[src/rtl/bus_pkg.sv]
// Shared types and elaboration-time helpers for the round-robin bus interconnect.
// Holds no logic; latency and backpressure are defined by the modules that use it.
package bus_pkg;

  typedef enum logic {
    IDLE = 1'b0,
    BUSY = 1'b1
  } state_t;

  function automatic int clog2(input int v);
    int r;
    r = 0;
    while ((1 << r) < v) r++;
    return r;
  endfunction

  // Index width that stays at least one bit, so a 1-entry range still has a port
  function automatic int idx_w(input int n);
    return (clog2(n) < 1) ? 1 : clog2(n);
  endfunction

  // Low bit of lane `idx` in a flattened vector of `w`-bit lanes
  function automatic int lane_lo(input int idx, input int w);
    return idx * w;
  endfunction

endpackage

[src/rtl/bus_rr_arbiter.sv]
// Rotating-priority pick of the first unmasked requester at or after ptr.
// Purely combinational (0 cycles); it only reports a winner and applies no backpressure.
module bus_rr_arbiter
  import bus_pkg::*;
#(
  parameter int N = 2
) (
  input  logic [N-1:0]          req,
  input  logic [N-1:0]          mask,
  input  logic [idx_w(N)-1:0]   ptr,
  output logic [idx_w(N)-1:0]   win_idx,
  output logic                  win_vld
);

  localparam int IDX_W = idx_w(N);

  // Walk offsets from farthest to nearest so the nearest eligible requester wins
  always_comb begin
    win_vld = 1'b0;
    win_idx = '0;
    for (int off = N - 1; off >= 0; off--) begin
      if (req[(int'(ptr) + off) % N] && !mask[(int'(ptr) + off) % N]) begin
        win_vld = 1'b1;
        win_idx = IDX_W'((int'(ptr) + off) % N);
      end
    end
  end

endmodule

[src/rtl/bus_interconnect_rr.sv]
// NUM_M x NUM_S round-robin interconnect: grant rises 1 cycle after request, routing is combinational.
// A stalled slave (s_slave_ready=0) is tolerated for TIMEOUT cycles, then the master is aborted with m_error.
module bus_interconnect_rr
  import bus_pkg::*;
#(
  parameter int NUM_M   = 2,
  parameter int NUM_S   = 3,
  parameter int LANE_W  = 1,
  parameter int TIMEOUT = 1023
) (
  input  logic                              sys_clk,
  input  logic                              sys_rst,
  input  logic [NUM_M-1:0]                  m_request,
  input  logic [NUM_M*idx_w(NUM_S)-1:0]     m_slave_sel,
  output logic [NUM_M-1:0]                  m_grant,
  output logic [NUM_M-1:0]                  m_error,
  input  logic [NUM_M-1:0]                  m_valid,
  input  logic [NUM_M*LANE_W-1:0]           m_tx_address,
  input  logic [NUM_M*LANE_W-1:0]           m_tx_data,
  input  logic [NUM_M-1:0]                  m_write_en,
  input  logic [NUM_M-1:0]                  m_read_en,
  output logic [NUM_M*LANE_W-1:0]           m_rx_data,
  output logic [NUM_M-1:0]                  m_slave_ready,
  output logic [NUM_S-1:0]                  s_valid,
  output logic [NUM_S*LANE_W-1:0]           s_rx_address,
  output logic [NUM_S*LANE_W-1:0]           s_rx_data,
  output logic [NUM_S-1:0]                  s_write_en,
  output logic [NUM_S-1:0]                  s_read_en,
  input  logic [NUM_S*LANE_W-1:0]           s_tx_data,
  input  logic [NUM_S-1:0]                  s_slave_ready
);

  localparam int SEL_W  = idx_w(NUM_S);
  localparam int MIDX_W = idx_w(NUM_M);
  localparam int CNT_W  = idx_w(TIMEOUT + 1);

  state_t              state, state_n;
  logic [MIDX_W-1:0]   gnt_idx, gnt_idx_n;
  logic [MIDX_W-1:0]   ptr, ptr_n;
  logic [SEL_W-1:0]    sel_idx, sel_idx_n;
  logic [NUM_M-1:0]    mask, mask_n;
  logic [NUM_M-1:0]    err_q, err_n;
  logic [CNT_W-1:0]    cnt, cnt_n;

  logic [MIDX_W-1:0]   win_idx;
  logic                win_vld;
  logic [SEL_W-1:0]    win_sel;
  logic                win_illegal;
  logic                g_req, g_valid, sel_ready;
  logic                stall, to_hit;

  function automatic logic [MIDX_W-1:0] next_idx(input logic [MIDX_W-1:0] i);
    return (int'(i) == NUM_M - 1) ? '0 : i + 1'b1;
  endfunction

  bus_rr_arbiter #(.N(NUM_M)) u_arb (
    .req     (m_request),
    .mask    (mask),
    .ptr     (ptr),
    .win_idx (win_idx),
    .win_vld (win_vld)
  );

  // Decode the winner's target and the granted pair's handshake bits
  always_comb begin
    win_sel   = '0;
    g_req     = 1'b0;
    g_valid   = 1'b0;
    sel_ready = 1'b0;
    for (int m = 0; m < NUM_M; m++) begin
      if (win_idx == MIDX_W'(m)) win_sel = m_slave_sel[m*SEL_W +: SEL_W];
      if (gnt_idx == MIDX_W'(m)) begin
        g_req   = m_request[m];
        g_valid = m_valid[m];
      end
    end
    for (int s = 0; s < NUM_S; s++) begin
      if (sel_idx == SEL_W'(s)) sel_ready = s_slave_ready[s];
    end
  end

  assign win_illegal = (int'(win_sel) >= NUM_S);
  assign stall       = (state == BUSY) && g_valid && !sel_ready;
  assign to_hit      = stall && (cnt == CNT_W'(TIMEOUT - 1));

  always_comb begin
    state_n   = state;
    gnt_idx_n = gnt_idx;
    sel_idx_n = sel_idx;
    ptr_n     = ptr;
    mask_n    = mask & m_request;
    cnt_n     = cnt;
    err_n     = '0;
    case (state)
      IDLE: begin
        if (win_vld) begin
          if (win_illegal) begin
            err_n[win_idx]  = 1'b1;
            mask_n[win_idx] = 1'b1;
            ptr_n           = next_idx(win_idx);
          end else begin
            gnt_idx_n = win_idx;
            sel_idx_n = win_sel;
            cnt_n     = '0;
            state_n   = BUSY;
          end
        end
      end
      BUSY: begin
        // Timeout outranks a simultaneous release so the abort is always recorded
        if (to_hit) begin
          state_n         = IDLE;
          mask_n[gnt_idx] = 1'b1;
          ptr_n           = next_idx(gnt_idx);
          cnt_n           = '0;
        end else if (!g_req) begin
          state_n = IDLE;
          ptr_n   = next_idx(gnt_idx);
          cnt_n   = '0;
        end else if (stall) begin
          cnt_n = cnt + 1'b1;
        end else begin
          cnt_n = '0;
        end
      end
      default: state_n = IDLE;
    endcase
  end

  always_ff @(posedge sys_clk or negedge sys_rst) begin
    if (!sys_rst) begin
      state   <= IDLE;
      gnt_idx <= '0;
      sel_idx <= '0;
      ptr     <= '0;
      mask    <= '0;
      err_q   <= '0;
      cnt     <= '0;
    end else begin
      state   <= state_n;
      gnt_idx <= gnt_idx_n;
      sel_idx <= sel_idx_n;
      ptr     <= ptr_n;
      mask    <= mask_n;
      err_q   <= err_n;
      cnt     <= cnt_n;
    end
  end

  // Outputs decode only registered indices, so reset removes routing at once
  always_comb begin
    m_grant       = '0;
    m_error       = err_q;
    m_rx_data     = '0;
    m_slave_ready = '0;
    s_valid       = '0;
    s_rx_address  = '0;
    s_rx_data     = '0;
    s_write_en    = '0;
    s_read_en     = '0;
    if (state == BUSY) begin
      for (int m = 0; m < NUM_M; m++) begin
        if (gnt_idx == MIDX_W'(m)) begin
          m_grant[m] = 1'b1;
          m_error[m] = m_error[m] | to_hit;
          for (int s = 0; s < NUM_S; s++) begin
            if (sel_idx == SEL_W'(s)) begin
              s_valid[s]    = m_valid[m];
              s_write_en[s] = m_write_en[m];
              s_read_en[s]  = m_read_en[m];
              s_rx_address[lane_lo(s, LANE_W) +: LANE_W] = m_tx_address[lane_lo(m, LANE_W) +: LANE_W];
              s_rx_data[lane_lo(s, LANE_W) +: LANE_W]    = m_tx_data[lane_lo(m, LANE_W) +: LANE_W];
              m_rx_data[lane_lo(m, LANE_W) +: LANE_W]    = s_tx_data[lane_lo(s, LANE_W) +: LANE_W];
              m_slave_ready[m] = s_slave_ready[s];
            end
          end
        end
      end
    end
  end

endmodule

[config.mk]
export PLATFORM = sky130hd
export DESIGN_NAME = bus_interconnect_rr
export DESIGN_NICKNAME = d
export VERILOG_FILES = /design/src/rtl/bus_pkg.sv /design/src/rtl/bus_rr_arbiter.sv /design/src/rtl/bus_interconnect_rr.sv
export SDC_FILE = /design/constraint.sdc
export NUM_CORES = 1
export LEC_CHECK = 0
export ABC_AREA = 1
export CAP_MARGIN = 20
export CORE_ASPECT_RATIO = 0.75
export CORE_MARGIN = 3
export CORE_UTILIZATION = 36
export CTS_CLUSTER_SIZE = 16
export DETAILED_ROUTE_END_ITERATION = 10
export PLACE_DENSITY = 0.68
export SYNTH_ARGS = -nofsm -noshare
export SYNTH_HDL_FRONTEND = slang
export SYNTH_SLANG_ARGS = --single-unit
[constraint.sdc]
create_clock -name sys_clk -period 1.4 [get_ports sys_clk]
set_clock_uncertainty 0.1 [all_clocks]
set_input_delay 0.28 -clock sys_clk [delete_from_list [all_inputs] [get_ports sys_clk]]
set_output_delay 0.28 -clock sys_clk [all_outputs]
set_load 0.03 [all_outputs]
Word-level counts from Yosys, hierarchy flattened
Index checks and enable logic that the tools add are counted.
W data, S select, Z words.
{"block": "totals", "register_bits": 19, "input_bits": 24, "output_inout_bits": 23, "elab_cells": 156}
{"block": "op_classes", "n_addsub": 4, "order_cmp": 7, "n_eq_ne": 7, "mux": 109, "n_bitwise": 8, "reduce_logical": 14}
{"cell": "$mux W1", "n": 72}
{"cell": "$mux W10", "n": 5}
{"cell": "$mux W3", "n": 15}
{"cell": "$mux W2", "n": 11}
{"cell": "$pmux W10 S2", "n": 1}
{"cell": "$add A10 B1 Y10 const B", "n": 1}
{"cell": "$eq A10 B10 Y1 const B", "n": 1}
{"cell": "$logic_and A1 B1 Y1", "n": 7}
{"cell": "$lt A1 B2 Y1 const B", "n": 3}
{"cell": "$reduce_and A3 Y1", "n": 2}
{"cell": "$ne A2 B2 Y1 const B", "n": 2}
{"cell": "$or A2 B2 Y2", "n": 2}
{"cell": "$pmux W1 S2", "n": 2}
{"cell": "$pmux W2 S2", "n": 1}
{"cell": "$add A1 B1 Y1 const B", "n": 3}
{"cell": "$logic_not A1 Y1", "n": 3}
{"cell": "$lt A2 B3 Y1 const B", "n": 1}
{"cell": "$ne A3 B2 Y1 const B", "n": 1}
{"cell": "$and A2 B2 Y2", "n": 1}
{"cell": "$demux W1 S1", "n": 2}
{"cell": "$eq A2 B1 Y1 const B", "n": 1}
{"cell": "$eq A2 B2 Y1 const B", "n": 1}
{"cell": "$ge A1 B1 Y1 const B", "n": 2}
{"cell": "$ge A2 B2 Y1 const B", "n": 1}
{"cell": "6 further kinds", "n": 8}

Logic depth before layout (Yosys ltp)
Gate-level depths: netlist (run 1).
{"block": "depth", "ltp_word": 17, "ltp_mapped": 11, "depth_no_buf": 11}

Hierarchy
Synthesis (run 1) repeated with hierarchy kept, for this count alone.
{"block": "unflattened", "cells_unflattened": 179, "area_unflattened_um2": 1328.8}
{"module": "bus_interconnect_rr", "instances": 1, "cells_per_inst": 170, "area_per_inst_um2": 1292.5, "seq_area_each_um2": 475.5}
{"module": "bus_rr_arbiter", "instances": 1, "cells_per_inst": 9, "area_per_inst_um2": 36.3, "seq_area_each_um2": 0.0}

Worst setup path before layout (run 1)
OpenSTA, ideal clock, no wires.
{"block": "synth_timing", "kind": "register to output", "startpoint": "register state", "endpoint": "output port m_error[0]", "arrival_ns": 1.738, "required_time_ns": 1.020, "path_slack_ns": -0.718, "stages_incl_launch_ff": 6, "path_buffers": 1, "cell_sequence": "dfrtp_1 -> buf_6 -> inv_1 -> nor2_1 -> inv_1 -> o21bai_1"}
{"block": "synth_between", "elab_chain_cells": 6}
{"element": "start, declared", "line_no": "bus_interconnect_rr.sv:37", "rtl": "state_t state, state_n;"}
{"element": "start signal, assigned", "line_no": "bus_interconnect_rr.sv:140", "rtl": "state <= state_n;"}
{"element": "$logic_and A1 B1 Y1 (2 in a row)", "line_no": "bus_interconnect_rr.sv:83", "rtl": "assign stall = (state == BUSY) && g_valid && !sel_ready;"}
{"element": "$logic_and A1 B1 Y1", "line_no": "bus_interconnect_rr.sv:84", "rtl": "assign to_hit = stall && (cnt == CNT_W'(TIMEOUT - 1));"}
{"element": "$or A1 B1 Y1", "line_no": "bus_interconnect_rr.sv:165", "rtl": "m_error[m] = m_error[m] | to_hit;"}
{"element": "$mux W1", "line_no": "bus_interconnect_rr.sv:163", "rtl": "if (gnt_idx == MIDX_W'(m)) begin"}
{"element": "$mux W2 *", "line_no": "bus_interconnect_rr.sv:161", "rtl": "if (state == BUSY) begin"}
{"element": "end, declared", "line_no": "bus_interconnect_rr.sv:16", "rtl": "output logic [NUM_M-1:0] m_error,"}
Every way passes the cells marked *; elsewhere a longest branch is shown, timed or not.

Worst setup path after layout (run 1)
{"block": "layout_timing", "startpoint": "register cnt[0]", "endpoint": "output port m_error[0]"}
{"block": "layout_between", "elab_chain_cells": 5}
{"element": "start, declared", "line_no": "bus_interconnect_rr.sv:43", "rtl": "logic [CNT_W-1:0] cnt, cnt_n;"}
{"element": "start signal, assigned", "line_no": "bus_interconnect_rr.sv:146", "rtl": "cnt <= cnt_n;"}
{"element": "$eq A10 B10 Y1", "line_no": "bus_interconnect_rr.sv:84"}
{"element": "$logic_and A1 B1 Y1", "line_no": "bus_interconnect_rr.sv:84"}
{"element": "$or A1 B1 Y1", "line_no": "bus_interconnect_rr.sv:165"}
{"element": "$mux W1", "line_no": "bus_interconnect_rr.sv:163"}
{"element": "$mux W2", "line_no": "bus_interconnect_rr.sv:161"}
Every way passes these cells.

==> metrics.md, run 1 <==
| Metric | Value |
|---|---|
| Die Width | `78.5 µm` |
| FP Rows | `19` |
| Status | `finished with violations` |
| I/O Pins | `47` |
| CTS sink count | `19` |
| Via/cell ratio | `5.14` |
| Worst skew pair latency | `0.25 ns` |
| Antenna Cells | `0` |
| Mapped Area | `1420 µm²` |
| Post-route ant nets | `0` |
| Die area | `4740 µm²` |
| Detailed-route via count | `1949` |
| Post-synth net total | `222` |
| Syn avg cell area | `7.24 µm²` |
| Sequential cell area | `479 µm²` |
| Die H | `60.4 µm` |
| First-pass GRT wire length | `8740 µm` |
| Most frequent cells in the layout | `buf_6 (55), buf_4 (46), nand2_1 (37), nor2_4 (23), clkdlybuf4s50_1 (21)` |
| Synth Register Bits | `19` |
| Final worst-path cycle share | `145%` |
| Yosys warns | `0` |
| Max-slew violations | `0` |
| R2R depth | `13` |
| Final wirelength | `6730 µm` |
| Final hold vios | `0` |
| Setup CP Type | `reg2out` |
| Congestion Overflow GR | `0` |
| Worst endpoint required time | `1.02 ns` |
| Setup ws final | `-0.636 ns` |
| Critical path endpoint category | `primary output` |
| Post-DP HPWL | `3270 µm` |
| Post-Synthesis Cells | `196` |
| Final Util | `87.9%` |
| GRT Util Overall | `23.7%` |
| Max VDD drop | `1.05 mV` |
| CP max stage delay | `0.40 ns` |
| GPL Wtd Cong | `0.831` |
| Crit path max fanout | `4` |
| DR pass1 iterations | `5` |
| Number of global-route vias before repair | `1800` |
| Pwr Density | `1710 nW/µm²` |
| Post-synthesis cell type count | `32` |
| Crit path time final | `2.04 ns` |
| Slowest cell on crit path | `dfrtp_1` |
| Most common cell after layout, fill and taps aside | `buf_6` |
| Arrival @ worst endpoint | `1.66 ns` |
| Relative slew slack | `78.6%` |
| Worst-margin pin slew | `0.315 ns` |
| Setup crit start kind | `flip-flop` |
| CTS tree | `built` |
| Starting Density | `38.0%` |
| CTS buffer count | `3` |
| Final net count | `354` |
| Worst hold slack | `0.266 ns` |
| Cell family with most CP delay | `simple AND/OR/NAND/NOR gates` |
| Fin cells | `379` |
| RSZ-0062 raised after global routing | `yes` |
| # port buffers | `46` |
| DRT iter0 DRCs | `110` |
| FMAX | `0.491 GHz` |
| Number of fill cells | `159` |
| Register area share after synthesis | `33.5%` |
| Max-cap violations | `0` |
| DR WL/cell | `17.8 µm` |
| Largest net degree at the start of global routing | `20` |
| CP Depth | `9` |
| Worst path bufs/invs | `3` |
| Reg clk slew, reported paths | `0.08 ns` |
| Layout cells sized above 1 | `62.1%` |
| Worst reg-to-reg setup slack | `-0.51 ns` |
| LEAKAGE | `1.51 nW` |
| Type of the worst min-delay path | `in2async` |
| Final setup viols | `42` |
| Clk root buf | `clkbuf_8` |
| Clk buf depth | `2` |
| H-tree lvl count | `1` |
| Pre-CTS setup slack | `-0.705 ns` |
| Failing checks | `setup timing` |
| DRC viols | `0` |
| Placed cells | `344` |
| Critical path, cell by cell | `inv_2 > ha_4 > inv_2 > nor2_2 > nand2_1 > nor2_2 > nand3_4 > o21bai_4 > buf_6` |
| Hold-fix buffers at CTS | `0` |
| Multi-input gate area | `1330 µm²` |
| Antenna violations before repair | `0` |
| Core area | `3730 µm²` |
| Area growth, synth to finish | `131%` |
==> final cells by class <==
class | instances | share of cell area [%]
Tap cell | 52 | 1.98
Clock inverter | 1 | 0.152
Clock buffer | 3 | 1.26
Timing Repair Buffer | 128 | 38.2
Multi-Input combinational cell | 150 | 40.4
Inverter | 26 | 3.47
Sequential cell | 19 | 14.6
==> Yosys cell counts, drive strengths merged <==
| master | instances | area, µm² |
|---|---|---|
| nand3b | 5 | 50.1 |
| o21a | 1 | 7.51 |
| a21oi | 2 | 10.0 |
| ha | 2 | 25.0 |
| xnor2 | 2 | 17.5 |
| dfrtp | 19 | 475 |
| nor2 | 33 | 144 |
| buf | 2 | 22.5 |
| clkinv | 1 | 3.75 |
| o21ai | 8 | 55.1 |
| o221ai | 1 | 8.76 |
| inv | 25 | 93.8 |
| nand2 | 57 | 241 |
| xor2 | 5 | 43.8 |
| or2 | 2 | 15.0 |
| o21bai | 2 | 15.0 |
| nand3 | 16 | 97.6 |
| mux2i | 4 | 40.0 |
| nand4 | 5 | 31.3 |
| nor3 | 3 | 15.0 |
| o22ai | 1 | 6.26 |
==> registers in the layout (all words and copies together) (netlist names) <==
signal,count
gnt_idx,1
err_q,2
mask,2
sel_idx,2
ptr,1
state,1
cnt,10
==> report_power, final <==
group | leakage [nW] | internal [mW] | switching, mW | total [mW]
logic | 1.23 | 2.10 | 2.33 | 4.43
clock network | 0.0255 | 0.198 | 0.198 | 0.395
registers | 0.253 | 0.652 | 0.119 | 0.771
total | 1.51 | 2.95 | 2.65 | 5.60
==> metal layers <==
metal,vias up,part of all wire [%],GRT usage [%]
li1,898,-,-
met1,920,37,28.7
met2,107,53,45.1
met3,24,7.6,3.86
met4,0,3.1,5.74
met5,-,0,0
==> metrics by stage <==
step / cell area, µm² / power [mW] / setup TNS [ns]
global route: 3280 / 5.84 / -18.36
finish: 3280 / 5.60 / -15.91
CTS: 3000 / 4.83 / -12.21
detailed placement: 2440 / 3.32 / -16.88
floorplan: 1600 / 2.27 / -3.19
global placement: 2440 / 3.29 / -16.15
==> final timing paths <==
| check | from | to |
|---|---|---|
| max in group asynchronous | sys_rst | gnt_idx$_DFFE_PN0P_ |
| min in group sys_clk | ptr$_DFFE_PN0P_ | ptr$_DFFE_PN0P_ |
| min | sys_rst | cnt[2]$_DFFE_PN0P_ |
| max reg2reg | cnt[0]$_DFFE_PN0P_ | ptr$_DFFE_PN0P_ |
| max | cnt[0]$_DFFE_PN0P_ | m_error[0] |
| min reg2reg | ptr$_DFFE_PN0P_ | ptr$_DFFE_PN0P_ |
==> repair_timing <==
item,4_1_cts,5_1_grt
gates resized for setup,126,49
setup buffers,18,19
cloned,1,0
endpoints found under the setup margin,42,42
pin swaps,17,39
==> kinds of logic (layout without fill, tap and decap cells) <==
family                   count (synthesis)  after routing  synth area share (%)
AND/OR/NAND/NOR                        121            121                  41.9
buffers and inverters                   28            158                  8.47
flip-flops                              19             19                  33.5
AO/OA/AOI/OAI                           15             16                  7.23
XOR/XNOR                                 7              7                  4.32
multiplexers                             4              4                  2.82
adder cells (fa/ha/maj)                  2              2                  1.76
Power figures use the tool's default switching activity.
==> run 2, diff against run 1 <==
Settings changed: ABC_AREA 1 to 0, PLACE_DENSITY 0.68 to 0.69.
==> metrics.md, run 2 <==
| Metric | Value |
|---|---|
| First-pass GRT wire length | `9690 µm (+11%)` |
| Type of the worst min-delay path | `in2async` |
| Yosys warns | `0 (unchanged)` |
| Post-synthesis cell type count | `39 (+22%)` |
| Worst-margin pin slew | `0.470 ns (+0.155 ns)` |
| R2R depth | `8 (-5)` |
| Number of fill cells | `145 (-8.8%)` |
| Final wirelength | `6910 µm (+2.6%)` |
| Final net count | `287 (-19%)` |
| Arrival @ worst endpoint | `2.04 ns (+0.38 ns)` |
| Final worst-path cycle share | `173% (+27 points)` |
| Critical path, cell by cell | `mux2i_2 > o2111ai_2 > or4_4 > buf_6 > o21bai_4 > buf_6` |
| Post-synth top area cell | `dfrtp_1` |
| Die area | `4380 µm² (-7.6%)` |
| Yosys top cell area share | `36.5% (+3.0 points)` |
| Crit path time final | `2.42 ns (+0.383 ns)` |
| Relative slew slack | `68.4% (-10 points)` |
| Worst reg-to-reg setup slack | `-0.74 ns (-0.23 ns)` |
| Worst hold slack | `0.245 ns (-0.0216 ns)` |
| Antenna Cells | `0 (unchanged)` |
| Number of global-route vias before repair | `1873 (+4.1%)` |
| CTS tree | `built` |
| LEAKAGE | `1.24 nW (-18%)` |
| Power share of the clock group | `8.6% (+1.5 points)` |
| Switch share | `45.5% (-1.8 points)` |
| CTS buffer count | `3 (unchanged)` |
| Area growth, synth to finish | `120%` |
| Synth top cells by count | `nor2_1 (22), nand2_1 (20), dfrtp_1 (19)` |
| Slowest cell on crit path | `or4_4` |
| Max-slew violations | `0 (unchanged)` |
| FMAX | `0.413 GHz (-16%)` |
| FP Rows | `18 (-1)` |
| Setup ws final | `-1.02 ns (-0.383 ns)` |
| H-tree lvl count | `1 (unchanged)` |
| Syn avg cell area | `8.56 µm² (+18%)` |
| CTS sink count | `19 (unchanged)` |
| Post-route ant nets | `0 (unchanged)` |
| Post-synth net total | `178 (-20%)` |
| Clk root buf | `clkbuf_8` |
| Critical path endpoint category | `primary output` |
| Largest net degree at the start of global routing | `20 (unchanged)` |
| DRT iter0 DRCs | `141 (+28%)` |
| Power share of the sequential group | `15.9% (+2.1 points)` |
| Asr flop ratio synth | `100% (unchanged)` |
| Layout cells sized above 1 | `61.2% (-0.93 points)` |
| DRC viols | `0 (unchanged)` |
| I/O Pins | `47 (unchanged)` |
| Max-cap violations | `0 (unchanged)` |
| Most common cell after layout, fill and taps aside | `buf_6` |
| Final setup TNS | `-24.93 ns (-9.02 ns)` |
| Die Width | `75.4 µm (-3.9%)` |
| Setup CP Type | `reg2out` |
| Final Util | `84.7% (-3.2 points)` |
| Max VDD drop | `1.59 mV (+52%)` |
| Synth top area cells | `dfrtp_1 (37%), mux2i_1 (7.7%), nor2_1 (6.3%), nand2_1 (5.8%), o21ai_0 (4.6%)` |
| Cell family with most CP delay | `simple AND/OR/NAND/NOR gates` |
| CP max stage delay | `0.49 ns (+0.09 ns)` |
| Status | `finished with violations` |
| # port buffers | `46 (unchanged)` |
| RR Startpoint | `cnt[0]$_DFFE_PN0P_` |
| RSZ-0062 raised after global routing | `yes` |
| Comb pwr share | `75.5% (-3.7 points)` |
| Pwr Total | `4.75 mW (-15%)` |
| Register area share after synthesis | `36.5% (+3.0 points)` |
| Most frequent cells in the layout | `buf_6 (41), buf_4 (36), clkdlybuf4s50_1 (20), dfrtp_1 (18), nor2_4 (16)` |
| Worst R2R End | `cnt[9]$_DFFE_PN0P_` |
| Die H | `58.1 µm (-3.8%)` |
| Antenna violations before repair | `0 (unchanged)` |
| Hold-fix buffers at CTS | `0 (unchanged)` |
| Starting Density | `38.5% (+0.50 points)` |
| GRT Util Overall | `30.1% (+6.4 points)` |
| Reg clk slew, reported paths | `0.08 ns (about the same)` |
| Congestion Overflow GR | `0 (unchanged)` |
| Setup crit start kind | `flip-flop` |
| GPL Wtd Cong | `0.881 (+6.0%)` |
| Largest register by flop count | `cnt` |
| Worst endpoint required time | `1.02 ns (about the same)` |
| Detailed-route via count | `1811 (-7.1%)` |
| Sequential cell area | `477 µm² (-0.52%)` |
| Core area | `3380 µm² (-9.5%)` |
| Mapped Area | `1300 µm² (-8.3%)` |
| Cell Int Power | `2.59 mW (-12%)` |
| Clk buf depth | `2 (unchanged)` |
| DR pass1 iterations | `6 (+1)` |
| Max FFs per register | `10 (unchanged)` |
| Top FF cell, synth | `dfrtp_1` |
| CP most frequent cell | `buf_6` |
| Failing checks | `setup timing` |
| Post-synth EDFFs | `0 (unchanged)` |
| Post-DP HPWL | `3660 µm (+12%)` |
| Worst path bufs/invs | `2 (-1)` |
| Most frequent cell after synthesis | `nor2_1` |
| Final hold vios | `0 (unchanged)` |
| Pwr Density | `1660 nW/µm² (-2.9%)` |
| Synth Register Bits | `19 (unchanged)` |
| DR WL/cell | `23.0 µm (+30%)` |
| Crit path max fanout | `2 (-2)` |
| Worst skew pair latency | `0.27 ns (+0.02 ns)` |
| Via/cell ratio | `6.04 (+17%)` |
| Multi-input gate area | `1200 µm² (-9.1%)` |
| Post-Synthesis Cells | `152 (-22%)` |
| P_sw | `2.16 mW (-19%)` |
| Final setup viols | `42 (unchanged)` |
run 2: cell types whose count changed in the layout (fill, tap and decap cells not counted), sizes merged, moves of 4 or more:
cell	before	now
a21oi	2	8
buf	105	84
inv	23	4
mux2i	4	10
nand2	57	20
nand3	16	5
nand4	5	1
nor2	33	22
o21ai	9	13
or3	0	6
run 2: stage by stage:
stage	cell area [µm²]	std cells	worst slack [ns]
2_1_floorplan	1430	152	-0.576
3_3_place_gp	2170	277	-0.917
3_5_place_dp	2170	277	-1.03
4_1_cts	2690	297	-0.930
5_1_grt	2860	300	-1.06
6_report	2860	300	-1.02
run 2: worst max-delay path by stage:
stage / from / end / depth (start not counted)
final: sel_idx[0]$_DFFE_PN0P_ / m_error[0] / 6
after detailed placement: s_slave_ready[1] / m_error[1] / 7
after CTS: sel_idx[0]$_DFFE_PN0P_ / m_error[0] / 6
after global placement: m_valid[1] / m_error[1] / 7
after floorplan: gnt_idx$_DFFE_PN0P_ / m_error[1] / 6
after global routing: sel_idx[0]$_DFFE_PN0P_ / m_error[0] / 6
run 2: timing repair:
action	4_1_cts	5_1_grt
pin swaps	16	13
setup buffers	16	10
gates resized for setup	90	39
setup endpoints to repair	42	42
cloned	2	0
run 2: logic make-up after synthesis:
family	count (synthesis)	synth area share [%]
simple gates	75	29.0
compound gates	34	17.4
flops	19	36.5
mux	12	9.71
buf+inv	8	4.04
xor+xnor	2	1.35
fa+ha+maj	2	1.92
run 2: layout make-up:
type                            instances  area share, %
Timing Repair Buffer                  107           37.3
Tap cell                               40           1.75
Multi-Input combinational cell        126           42.1
Sequential cell                        19           16.7
Clock buffer                            4           1.57
Inverter                                4          0.612
run 2: power groups by stage:
stage	combinational, mW	sequential (mW)	clock, mW
finish	3.58	0.757	0.408
global route	3.72	0.755	0.425
CTS	3.10	0.732	0.414
detailed placement	2.13	0.728	0
global placement	2.07	0.725	0
floorplan	1.30	0.723	0
run 2: worst reg2reg max path, stage by stage, from the launching register on:
cell     delay, ns
dfrtp_1       0.40
inv_1         0.08
ha_2          0.20
nand3_2       0.09
buf_4         0.15
nor3_1        0.42
or3_4         0.28
nor4_2        0.05
a211o_1       0.27
run 2: per-layer routing:
metal	global-route usage [%]	part of all wire, %	routed length (µm)	vias up
li1	-	-	-	763
met1	35.7	35	2430	875
met2	51.4	50	3490	122
met3	6.07	7.2	498	51
met4	14.5	7.1	491	0
met5	0	0	0	-
==> run 3, diff against run 2 <==
Settings changed: CORE_ASPECT_RATIO 0.75 to 0.6.
==> metrics.md, run 3 (synthesis gave the netlist of run 2 again) <==
| Metric | Value |
|---|---|
| CP max stage delay | `0.48 ns (about the same)` |
| Worst endpoint required time | `1.02 ns (about the same)` |
| Die Width | `83.6 µm (+11%)` |
| Failing checks | `setup timing` |
| Crit path max fanout | `3 (+1)` |
| FP Rows | `16 (-2)` |
| Slowest cell on crit path | `or4_4` |
| Hold-fix buffers at CTS | `0 (unchanged)` |
| Crit path time final | `2.43 ns (+0.00926 ns)` |
| Arrival @ worst endpoint | `2.05 ns (about the same)` |
| DR pass1 iterations | `4 (-2)` |
| Critical path, cell by cell | `mux2i_2 > o2111ai_2 > or4_4 > nor2_2 > or2_4 > buf_4` |
| Worst-margin pin slew | `0.492 ns (+0.0217 ns)` |
| DRT iter0 DRCs | `167 (+18%)` |
| FMAX | `0.412 GHz (-0.38%)` |
| Final wirelength | `6310 µm (-8.7%)` |
| Largest register by flop count | `cnt` |
| Via/cell ratio | `5.55 (-8.0%)` |
| Final worst-path cycle share | `173% (+0.66 points)` |
| Setup CP Type | `reg2out` |
| Type of the worst min-delay path | `in2async` |
| Clk buf depth | `2 (unchanged)` |
| Die area | `4400 µm² (+0.37%)` |
| Setup crit start kind | `flip-flop` |
| Max VDD drop | `1.48 mV (-7.0%)` |
| Final setup viols | `42 (unchanged)` |
| Setup ws final | `-1.03 ns (-0.00926 ns)` |
| Fin cells | `301 (+0.33%)` |
| Antenna violations before repair | `0 (unchanged)` |
| Core area | `3360 µm² (-0.44%)` |
| First-pass GRT wire length | `8880 µm (-8.4%)` |
| Final hold vios | `0 (unchanged)` |
| GPL Wtd Cong | `0.789 (-10%)` |
| CTS sink count | `19 (unchanged)` |
| Max-cap violations | `0 (unchanged)` |
| Area growth, synth to finish | `107%` |
| DR WL/cell | `21.0 µm (-9.0%)` |
| Die H | `52.6 µm (-9.5%)` |
| CTS buffer count | `3 (unchanged)` |
| Congestion Overflow GR | `0 (unchanged)` |
| Post-route ant nets | `0 (unchanged)` |
| Max FFs per register | `10 (unchanged)` |
| Detailed-route via count | `1672 (-7.7%)` |
| RSZ-0062 raised after global routing | `yes` |
| Pwr Total | `4.41 mW (-7.0%)` |
| Final net count | `282 (-1.7%)` |
| Starting Density | `38.7% (+0.17 points)` |
| Post-DP HPWL | `3490 µm (-4.6%)` |
| Worst skew pair latency | `0.26 ns (about the same)` |
| Placed cells | `280 (+1.1%)` |
| Worst path bufs/invs | `1 (-1)` |
| I/O Pins | `47 (unchanged)` |
| Largest net degree at the start of global routing | `20 (unchanged)` |
| Most common cell after layout, fill and taps aside | `buf_4` |
| Most frequent cells in the layout | `buf_4 (43), buf_6 (33), clkdlybuf4s50_1 (21), dfrtp_1 (19), nor2_4 (16)` |
| Layout cells sized above 1 | `59.2% (-1.9 points)` |
| DRC viols | `0 (unchanged)` |
| LEAKAGE | `1.21 nW (-2.3%)` |
| H-tree lvl count | `1 (unchanged)` |
| # port buffers | `46 (unchanged)` |
| GRT Util Overall | `26.8% (-3.3 points)` |
| Number of global-route vias before repair | `1675 (-11%)` |
| CTS tree | `built` |
| Reg clk slew, reported paths | `0.08 ns (about the same)` |
| Pwr Density | `1640 nW/µm² (-1.1%)` |
| Critical path endpoint category | `primary output` |
| Clk root buf | `clkbuf_8` |
| Cell family with most CP delay | `simple AND/OR/NAND/NOR gates` |
| Relative slew slack | `66.6% (-1.9 points)` |
| Max-slew violations | `0 (unchanged)` |
| Status | `finished with violations` |
[run 3: cell types whose count changed in the layout (fill, tap and decap cells not counted), moves of 2 or more]
cell,before,now
buf_6,41,33
buf_4,36,43
o21ai_2,4,9
mux2i_4,4,0
o21ai_1,4,0
mux2i_1,2,5
a21oi_2,3,5
buf_12,3,1
dlygate4sd2_1,3,1
o21bai_2,0,2
[run 3: report_power, final]
group | leakage (nW) | internal (mW) | switching (mW)
logic | 0.934 | 1.54 | 1.72
clock network | 0.0255 | 0.199 | 0.207
registers | 0.254 | 0.639 | 0.100
[run 3: final cells by class]
type	count	area (µm²)
multi-input combinational	126	1120
timing repair buffer	102	976
fill	178	672
sequential	19	475
tap	45	56.3
clock buffer	3	41.3
inverter	4	17.5
clock inverter	1	5.00
antenna	1	2.50
[run 3: routing by layer]
metal | vias to the layer above | GRT usage (%) | wire length, µm
li1 | 746 | - | -
met1 | 812 | 33.7 | 2430
met2 | 98 | 48.3 | 3250
met3 | 16 | 4.08 | 504
met4 | 0 | 8.29 | 129
met5 | - | 0 | 0
[run 3: repair_timing]
| action | 4_1_cts | 5_1_grt |
|---|---|---|
| gates cloned | 1 | 0 |
| hold endpoints to repair | 0 | 0 |
| gates resized for setup | 54 | 42 |
| buffers inserted | 11 | 6 |
| pin swaps | 11 | 10 |
| setup endpoints to repair | 42 | 42 |
[run 3: metrics by stage]
stage / hold slack, ns / cell area, µm² / setup WS [ns] / TNS, ns / utilization (%)
5_1_grt: 0.270 / 2690 / -1.09 / -26.92 / 79.9
4_1_cts: 0.252 / 2510 / -0.954 / -20.98 / 74.6
3_5_place_dp: 0.434 / 2160 / -0.942 / -20.94 / 64.2
6_report: 0.246 / 2690 / -1.03 / -24.85 / 80.0
3_3_place_gp: 0.427 / 2160 / -0.926 / -19.28 / 64.2
2_1_floorplan: -0.116 / 1430 / -0.576 / -8.45 / -
[run 3: final timing paths]
check,startpoint,to,slack [ns],cells after the start
hold / removal,sys_rst,cnt[5]$_DFFE_PN0P_,0.25,2
max in group asynchronous,sys_rst,ptr$_DFFE_PN0P_,0.74,2
setup / recovery,sel_idx[0]$_DFFE_PN0P_,m_error[1],-1.03,6
min in group sys_clk,m_request[1],mask[1]$_DFF_PN0_,0.44,2
setup reg to reg,sel_idx[0]$_DFFE_PN0P_,ptr$_DFFE_PN0P_,-0.77,7
hold reg to reg,cnt[0]$_DFFE_PN0P_,cnt[0]$_DFFE_PN0P_,0.48,2
